==> src/rtl/resonator_dds_hls_deadlock_reporter.sv <==
// resonator_dds_hls_deadlock_reporter: qualifies a sustained monitor block and streams a deadlock report
// Ports: clock/reset (sync, active-high); block_in/info_in from the deadlock monitor;
//   clear re-arms from HOLD; m_axis_* report stream (registered); deadlock sticky flag.
// Optional feature macro: RESONATOR_DDS_DEADLOCK_TS_EN adds a free-running timestamp
//   and a third report beat carrying it; without it the report is two beats.
module resonator_dds_hls_deadlock_reporter #(
  parameter int THRESHOLD = 1024,
  parameter int CNT_W = 16,
  parameter int INFO_W = 4
) (
  input  logic              clock,
  input  logic              reset,
  input  logic              block_in,
  input  logic [INFO_W-1:0] info_in,
  input  logic              clear,
  output logic [31:0]       m_axis_tdata,
  output logic              m_axis_tvalid,
  input  logic              m_axis_tready,
  output logic              m_axis_tlast,
  output logic              deadlock
);
  typedef enum logic [1:0] {ARM, SEND, HOLD} state_t;
  localparam logic [CNT_W-1:0] LIM = CNT_W'(THRESHOLD - 1);
`ifdef RESONATOR_DDS_DEADLOCK_TS_EN
  localparam logic [1:0] LAST = 2'd2;
  logic [31:0] ts_q;
  logic [31:0] cap_ts_q;
`else
  localparam logic [1:0] LAST = 2'd1;
`endif
  state_t state_q;
  logic [CNT_W-1:0] run_cnt_q;
  logic [INFO_W-1:0] cap_info_q;
  logic [1:0] beat_q;
  logic [31:0] next_data_d;
  // payload of the beat after the current one; beat0 is loaded at detection
  always_comb begin
`ifdef RESONATOR_DDS_DEADLOCK_TS_EN
    next_data_d = (beat_q == 2'd0) ? 32'(cap_info_q) : cap_ts_q;
`else
    next_data_d = 32'(cap_info_q);
`endif
  end
`ifdef RESONATOR_DDS_DEADLOCK_TS_EN
  always_ff @(posedge clock) begin
    if (reset) begin
      ts_q <= '0;
      cap_ts_q <= '0;
    end else begin
      ts_q <= ts_q + 32'd1;
      if (state_q == ARM && block_in && run_cnt_q == LIM) cap_ts_q <= ts_q;
    end
  end
`endif
  always_ff @(posedge clock) begin
    if (reset) begin
      state_q <= ARM;
      run_cnt_q <= '0;
      cap_info_q <= '0;
      beat_q <= '0;
      m_axis_tdata <= '0;
      m_axis_tvalid <= 1'b0;
      m_axis_tlast <= 1'b0;
      deadlock <= 1'b0;
    end else begin
      case (state_q)
        ARM: begin
          if (!block_in) run_cnt_q <= '0;
          else if (run_cnt_q != LIM) run_cnt_q <= run_cnt_q + CNT_W'(1);
          else begin
            run_cnt_q <= '0;
            cap_info_q <= info_in;
            beat_q <= '0;
            state_q <= SEND;
            m_axis_tdata <= 32'hDEADB10C;
            m_axis_tvalid <= 1'b1;
            m_axis_tlast <= 1'b0;
            deadlock <= 1'b1;
          end
        end
        // tvalid is always high here, so tready alone marks a transfer
        SEND: begin
          if (m_axis_tready) begin
            if (beat_q == LAST) begin
              state_q <= HOLD;
              m_axis_tvalid <= 1'b0;
              m_axis_tlast <= 1'b0;
              m_axis_tdata <= '0;
            end else begin
              beat_q <= beat_q + 2'd1;
              m_axis_tdata <= next_data_d;
              m_axis_tlast <= (beat_q + 2'd1) == LAST;
            end
          end
        end
        HOLD: begin
          if (clear) begin
            state_q <= ARM;
            run_cnt_q <= '0;
            deadlock <= 1'b0;
          end
        end
        default: state_q <= ARM;
      endcase
    end
  end
endmodule

==> config.mk <==
export PLATFORM = sky130hd
export DESIGN_NAME = resonator_dds_hls_deadlock_reporter
export DESIGN_NICKNAME = d
export VERILOG_FILES = /design/src/rtl/resonator_dds_hls_deadlock_reporter.sv
export SDC_FILE = /design/constraint.sdc
export NUM_CORES = 1
export LEC_CHECK = 0
export ABC_AREA = 1
export CAP_MARGIN = 15
export CORE_MARGIN = 4
export CORE_UTILIZATION = 45
export DETAILED_ROUTE_END_ITERATION = 6
export GPL_ROUTABILITY_DRIVEN = 0
export PLACE_DENSITY = 0.73
export SLEW_MARGIN = 30
export SYNTH_ARGS = -nofsm -noshare
export SYNTH_HDL_FRONTEND = slang
export SYNTH_SLANG_ARGS = --single-unit
==> constraint.sdc <==
create_clock -name clock -period 3.2 [get_ports clock]
set_input_delay 0.64 -clock clock [delete_from_list [all_inputs] [get_ports clock]]
set_output_delay 0.64 -clock clock [all_outputs]
set_load 0.01 [all_outputs]
==> flow_summary.yaml, run 1 <==
run_status:
  status: "complete, no violations"
setup_path:
  critPathBufInv: 1
  crit_chain: "clkdlybuf4s50_1"
  crit_family: "buffers and inverters"
  slowest_delay_ps: 620
  path_max_fanout: 16
  cp-end-kind: "output port"
  worstReg2RegStart: "state_q[1]"
  critPathKind: "flip-flop to output port"
  critPathRequiredTime_ps: 2560
  critPathLaunchType: "flip-flop"
  critPathLaunch: "m_axis_tdata[30]"
  cp_data_arrival_time_ps: 1480
  crit_slowest_cell: "clkdlybuf4s50_1"
die:
  pin_count: 44
  die_area_mm2: 0.00538
  initial_utilization_pct: 47.4
  num_rows: 23
  die_x_um: 73.4
  core_area_mm2: 0.00406
  die_h_um: 73.4
synth:
  syn_area_mm2: 0.00192
  synth-compound-area-share_pct: 11.7
  ys_seq_area_share_pct: 33.3
  postSynthAreaPerCell_um2: 6.74
  synth_top_area_share_pct: 33.3
  synth-simple-area-share_pct: 31.9
  yosys-top-cells-area: "dfxtp_1, nand2_1, buf_4"
  synth_cells: 285
  yosysWarningCount: 0
  ys_ff_latch: 32
  synth_xor_area_share_pct: 1.37
  synthAdderAreaFrac_pct: 1.95
  synth_cell_types: 30
  synth_top_family_by_area: "simple AND/OR/NAND/NOR gates"
  synth_top_cell_by_area: "dfxtp_1"
  synthMuxAreaShare_pct: 0
clock_network:
  cts.reportedPaths.clkPinSlew_ps: 70
  clkLatencyLatePin_ps: 280
  numCtsBuffers: 5
  ctsLongestPathBuffers: 2
  htree_levels: 2
  cts_tree: "done"
  post_cts_resized: 0
  clock_sinks: 32
  postCtsHoldBufs: 0
  root_buffer: "clkbuf_8"
  postCtsSetupBuffers: 0
drt:
  vias: 1707
  drt_iter0_drc: 82
  final_antenna_net_count: 0
  avgRoutedWirePerCell_um: 10.7
  drc: 0
  drtPass1Iterations: 4
  drt_wl_total_um: 3780
  via_per_inst: 4.85
power_and_ir_drop:
  power.leakage_nw: 0.877
  peakVddDrop_v: 0.000253
  powerDensity_mw_per_mm2: 377
timing:
  fin_crit_sh_pct: 66.1
  worstMarginPinSlew_ps: 532
  min_period_ps: 2120
  skew_ps: 3.88
  setup_viol: 0
  rsz0062_at_grt: "no"
  fmax_ghz: 0.473
  relSlewSlack_pct: 64.5
  tns_ps: 0
  slew_violations: 0
  finalHoldViolations: 0
place:
  portBuffers: 30
  dp.cells: 344
  dp_hpwl_um: 2690
grt:
  antenna_found_initial: 0
  grt_max_degree: 18
  overflow: 0
  grt_pass1_vias: 1487
  grt_usage_pct: 15.0
  grt_pass1_wl_um: 6440
finish:
  diodes: 0
  layout_common_cells: "nand2_1, nor2_1, dfxtp_1"
  final_cell_count_no_fill: 352
  mostFrequentLayoutCell: "nand2_1"
  fin_nets: 313
  area_growth_pct: 14.0
  drive_above_1_share_pct: 6.29
worst_hold_path:
  min_path_type: "flip-flop to flip-flop"
  min_from: "m_axis_tlast"
flow_run:
  drv_cap: 0
==> through the flow <==
| stage | instance area, um^2 | utilization, % | power [mW] | setup WS [ps] | hold slack, ps |
|---|---|---|---|---|---|
| 2_1_floorplan | 1970 | - | 0.448 | 1730 | 440 |
| 3_3_place_gp | 2080 | 51.2 | 0.450 | 982 | 453 |
| 3_5_place_dp | 2080 | 51.2 | 0.451 | 960 | 460 |
| 4_1_cts | 2190 | 54.0 | 0.835 | 1040 | 471 |
| 5_1_grt | 2190 | 54.0 | 0.855 | 942 | 489 |
| 6_report | 2190 | 54.0 | 0.827 | 1080 | 466 |
==> cell type report <==
| cell class | count | area [um^2] |
|---|---|---|
| Clock buffer | 5 | 68.8 |
| Clock inverter | 3 | 42.5 |
| Fill cell | 395 | 1870 |
| Inverter | 31 | 118 |
| Multi-Input combinational cell | 200 | 951 |
| Sequential cell | 32 | 641 |
| Tap cell | 50 | 62.6 |
| Timing Repair Buffer | 31 | 308 |
==> Yosys cell counts, drive strengths merged <==
cell type,count
nand2,78
ha,3
inv,29
dfxtp,32
nand4,6
nor2,35
xor2,1
buf,29
o21bai,3
nor3,2
o21a,1
clkbuf,5
clkinv,2
o21ai,12
or2,2
xnor2,2
a21oi,27
conb,1
nand3,15
==> state kept, by name, summed over array words and instances (netlist names) <==
| name | flops |
|---|---|
| m_axis_tlast | 1 |
| state_q | 2 |
| m_axis_tvalid | 1 |
| deadlock | 1 |
| cap_info_q | 4 |
| beat_q | 2 |
| run_cnt_q | 16 |
| m_axis_tdata | 5 |
==> power breakdown <==
part           switching [mW]  leakage (nW)  internal [mW]
logic                  0.0264         0.565         0.0141
registers             0.00144         0.258          0.400
clock network           0.155        0.0541          0.230
==> routing by layer <==
metal	track usage, %	part of all wire [%]	vias up
met4	6.64	1.9	0
met5	0	0	-
li1	-	-	894
met3	3.01	6.4	5
met2	24.4	45	48
met1	19.1	47	760
==> path summary, 6_finish.rpt <==
path / slack (ps) / cells after the start / end
max: 1080 / 1 / m_axis_tdata[15]
min: 470 / 2 / m_axis_tlast
max reg2reg: 1470 / 7 / cap_info_q[0]
min reg2reg: 470 / 2 / m_axis_tlast
==> cell families after synthesis <==
| logic type | count (synthesis) |
|---|---|
| xor+xnor | 3 |
| simple gates | 138 |
| fa+ha+maj | 3 |
| buf+inv | 65 |
| compound gates | 43 |
| other cells | 1 |
| flops | 32 |
Power figures use the tool's default switching activity.
==> run 2, diff against run 1 <==
Settings changed: PLACE_DENSITY 0.73 to 0.76.
Clock period 3.2 ns to 1.7 ns, I/O delays scaled along.
==> flow_summary.yaml, run 2 (synthesized netlist as in run 1, its figures left out) <==
timing:
  tns_ps: 0
  fmax_ghz: 0.619
  skew_ps: 4.93
  layout_setup_ws_ps: 83.8
  min_period_ps: 1620
  fin_crit_sh_pct: 95.1
  finalHoldViolations: 0
  worstMarginPinSlew_ps: 539
  rsz0062_at_grt: "no"
  relSlewSlack_pct: 64.0
  slew_violations: 0
  setup_viol: 0
clock_network:
  clock_sinks: 32
  numCtsBuffers: 5
  cts.reportedPaths.clkPinSlew_ps: 70
  clkLatencyLatePin_ps: 290
  htree_levels: 2
  cts_tree: "done"
  root_buffer: "clkbuf_8"
  postCtsSetupBuffers: 0
  postCtsHoldBufs: 0
  ctsLongestPathBuffers: 2
power_and_ir_drop:
  sw_frac_of_total_pct: 24.7
  powerDensity_mw_per_mm2: 625
  p_int_mw: 1.07
  peakVddDrop_v: 0.000800
  power_switching_mw: 0.351
  clkPwrFrac_pct: 40.9
  power.leakage_nw: 0.919
  seq_power_share_pct: 53.0
  combPwrFrac_pct: 6.1
place:
  pre_cts_slack_ps: 14.3
  portBuffers: 30
  dp_hpwl_um: 2990
die:
  die_area_mm2: 0.00538
  die_h_um: 73.4
  num_rows: 23
  die_x_um: 73.4
  pin_count: 44
  initial_utilization_pct: 47.4
  core_area_mm2: 0.00406
setup_path:
  worstReg2RegStart: "run_cnt_q[0]"
  crit_family: "buffers and inverters"
  reg2reg_depth: 9
  path_max_fanout: 16
  critPathBufInv: 1
  r2r_slack_ps: 180
  critPathRequiredTime_ps: 1360
  cp_data_arrival_time_ps: 1280
  crit_chain: "clkdlybuf4s50_1"
  critPathKind: "flip-flop to output port"
  slowest_delay_ps: 560
  critPathLaunchType: "flip-flop"
  cp-end-kind: "output port"
  r2r_end: "run_cnt_q[9]"
  crit_slowest_cell: "clkdlybuf4s50_1"
finish:
  layout_common_cells: "nand2_1, nor2_1, dfxtp_1"
  area_growth_pct: 18.4
  fillers: 380
  fin_nets: 322
  diodes: 0
  drive_above_1_share_pct: 9.97
  mostFrequentLayoutCell: "nand2_1"
  regMostFlops: "run_cnt_q"
  largest_reg_flops: 16
  reg_top3: "run_cnt_q x16, m_axis_tdata x5, cap_info_q x4"
worst_hold_path:
  min_path_type: "flip-flop to flip-flop"
  min_from: "beat_q[1]"
  whs_endpoint: "beat_q[1]"
  hold_path_depth: 2
flow_run:
  drv_cap: 0
grt:
  grt_usage_pct: 15.3
  overflow: 0
  grt_max_degree: 18
  grt_pass1_vias: 1513
  grt_pass1_wl_um: 6500
  antenna_found_initial: 0
drt:
  final_antenna_net_count: 0
  drc: 0
  drt_iter0_drc: 93
  avgRoutedWirePerCell_um: 11.1
  drtPass1Iterations: 4
  vias: 1765
  drt_wl_total_um: 3990
  via_per_inst: 4.89
run_status:
  status: "complete, no violations"
## run 2: cell type report
class | count | area, um^2 | area share (%)
multi-input combinational | 200 | 975 | 42.8
tap | 50 | 62.6 | 2.75
timing repair buffer | 40 | 388 | 17.1
clock buffer | 5 | 68.8 | 3.03
sequential | 32 | 644 | 28.3
inverter | 31 | 118 | 5.17
clock inverter | 3 | 18.8 | 0.825
## run 2: worst max-delay path by stage
stage	startpoint	to	slack [ps]	depth (start not counted)
finish	m_axis_tdata[30]	m_axis_tdata[28]	80	1
global route	run_cnt_q[0]	run_cnt_q[12]	20	9
CTS	run_cnt_q[0]	cap_info_q[3]	30	8
detailed placement	m_axis_tready	cap_info_q[3]	10	5
global placement	block_in	m_axis_tdata[1]	50	6
floorplan	run_cnt_q[0]	run_cnt_q[14]	290	9
## run 2: routing by layer
| metal | global-route usage, % | vias to the layer above | share of wire [%] |
|---|---|---|---|
| met5 | 0 | - | 0 |
| met4 | 8.45 | 0 | 1.3 |
| met3 | 3.56 | 5 | 5.8 |
| met2 | 23.1 | 40 | 46 |
| met1 | 19.9 | 807 | 47 |
| li1 | - | 913 | - |
## run 2: worst reg2reg max path, cell delays in order, from the launching register on
cell and delay [ps]:
dfxtp_1 360, ha_2 230, nand3_4 100, nor2_4 140, nand2_2 90, nand2_4 140
nor2_4 50, buf_12 140, o21ai_0 70, a21oi_1 80
## run 2: per-stage QoR
step           hold slack, ps  instances  instance area (um^2)  power, mW  util, %
2_1_floorplan             440        297                  1970      0.843        -
3_3_place_gp              449        353                  2160      0.856     53.2
3_5_place_dp              455        353                  2160      0.857     53.2
4_1_cts                   466        361                  2250       1.44     55.5
5_1_grt                   479        361                  2270       1.48     56.1
6_report                  462        361                  2270       1.42     56.1
## run 2: repair_timing
| item | CTS | global route |
|---|---|---|
| gates resized for setup | 2 | 5 |
| hold endpoints to repair | 0 | 0 |
| endpoints found under the setup margin | 15 | 15 |
## run 2: power by group through the flow
stage / Combinational [mW] / Sequential, mW / Clock (mW)
after global routing: 0.0960 / 0.753 / 0.635
after global placement: 0.0836 / 0.772 / 0
after CTS: 0.0854 / 0.753 / 0.599
after detailed placement: 0.0853 / 0.772 / 0
after floorplan: 0.0716 / 0.772 / 0
final: 0.0865 / 0.753 / 0.581
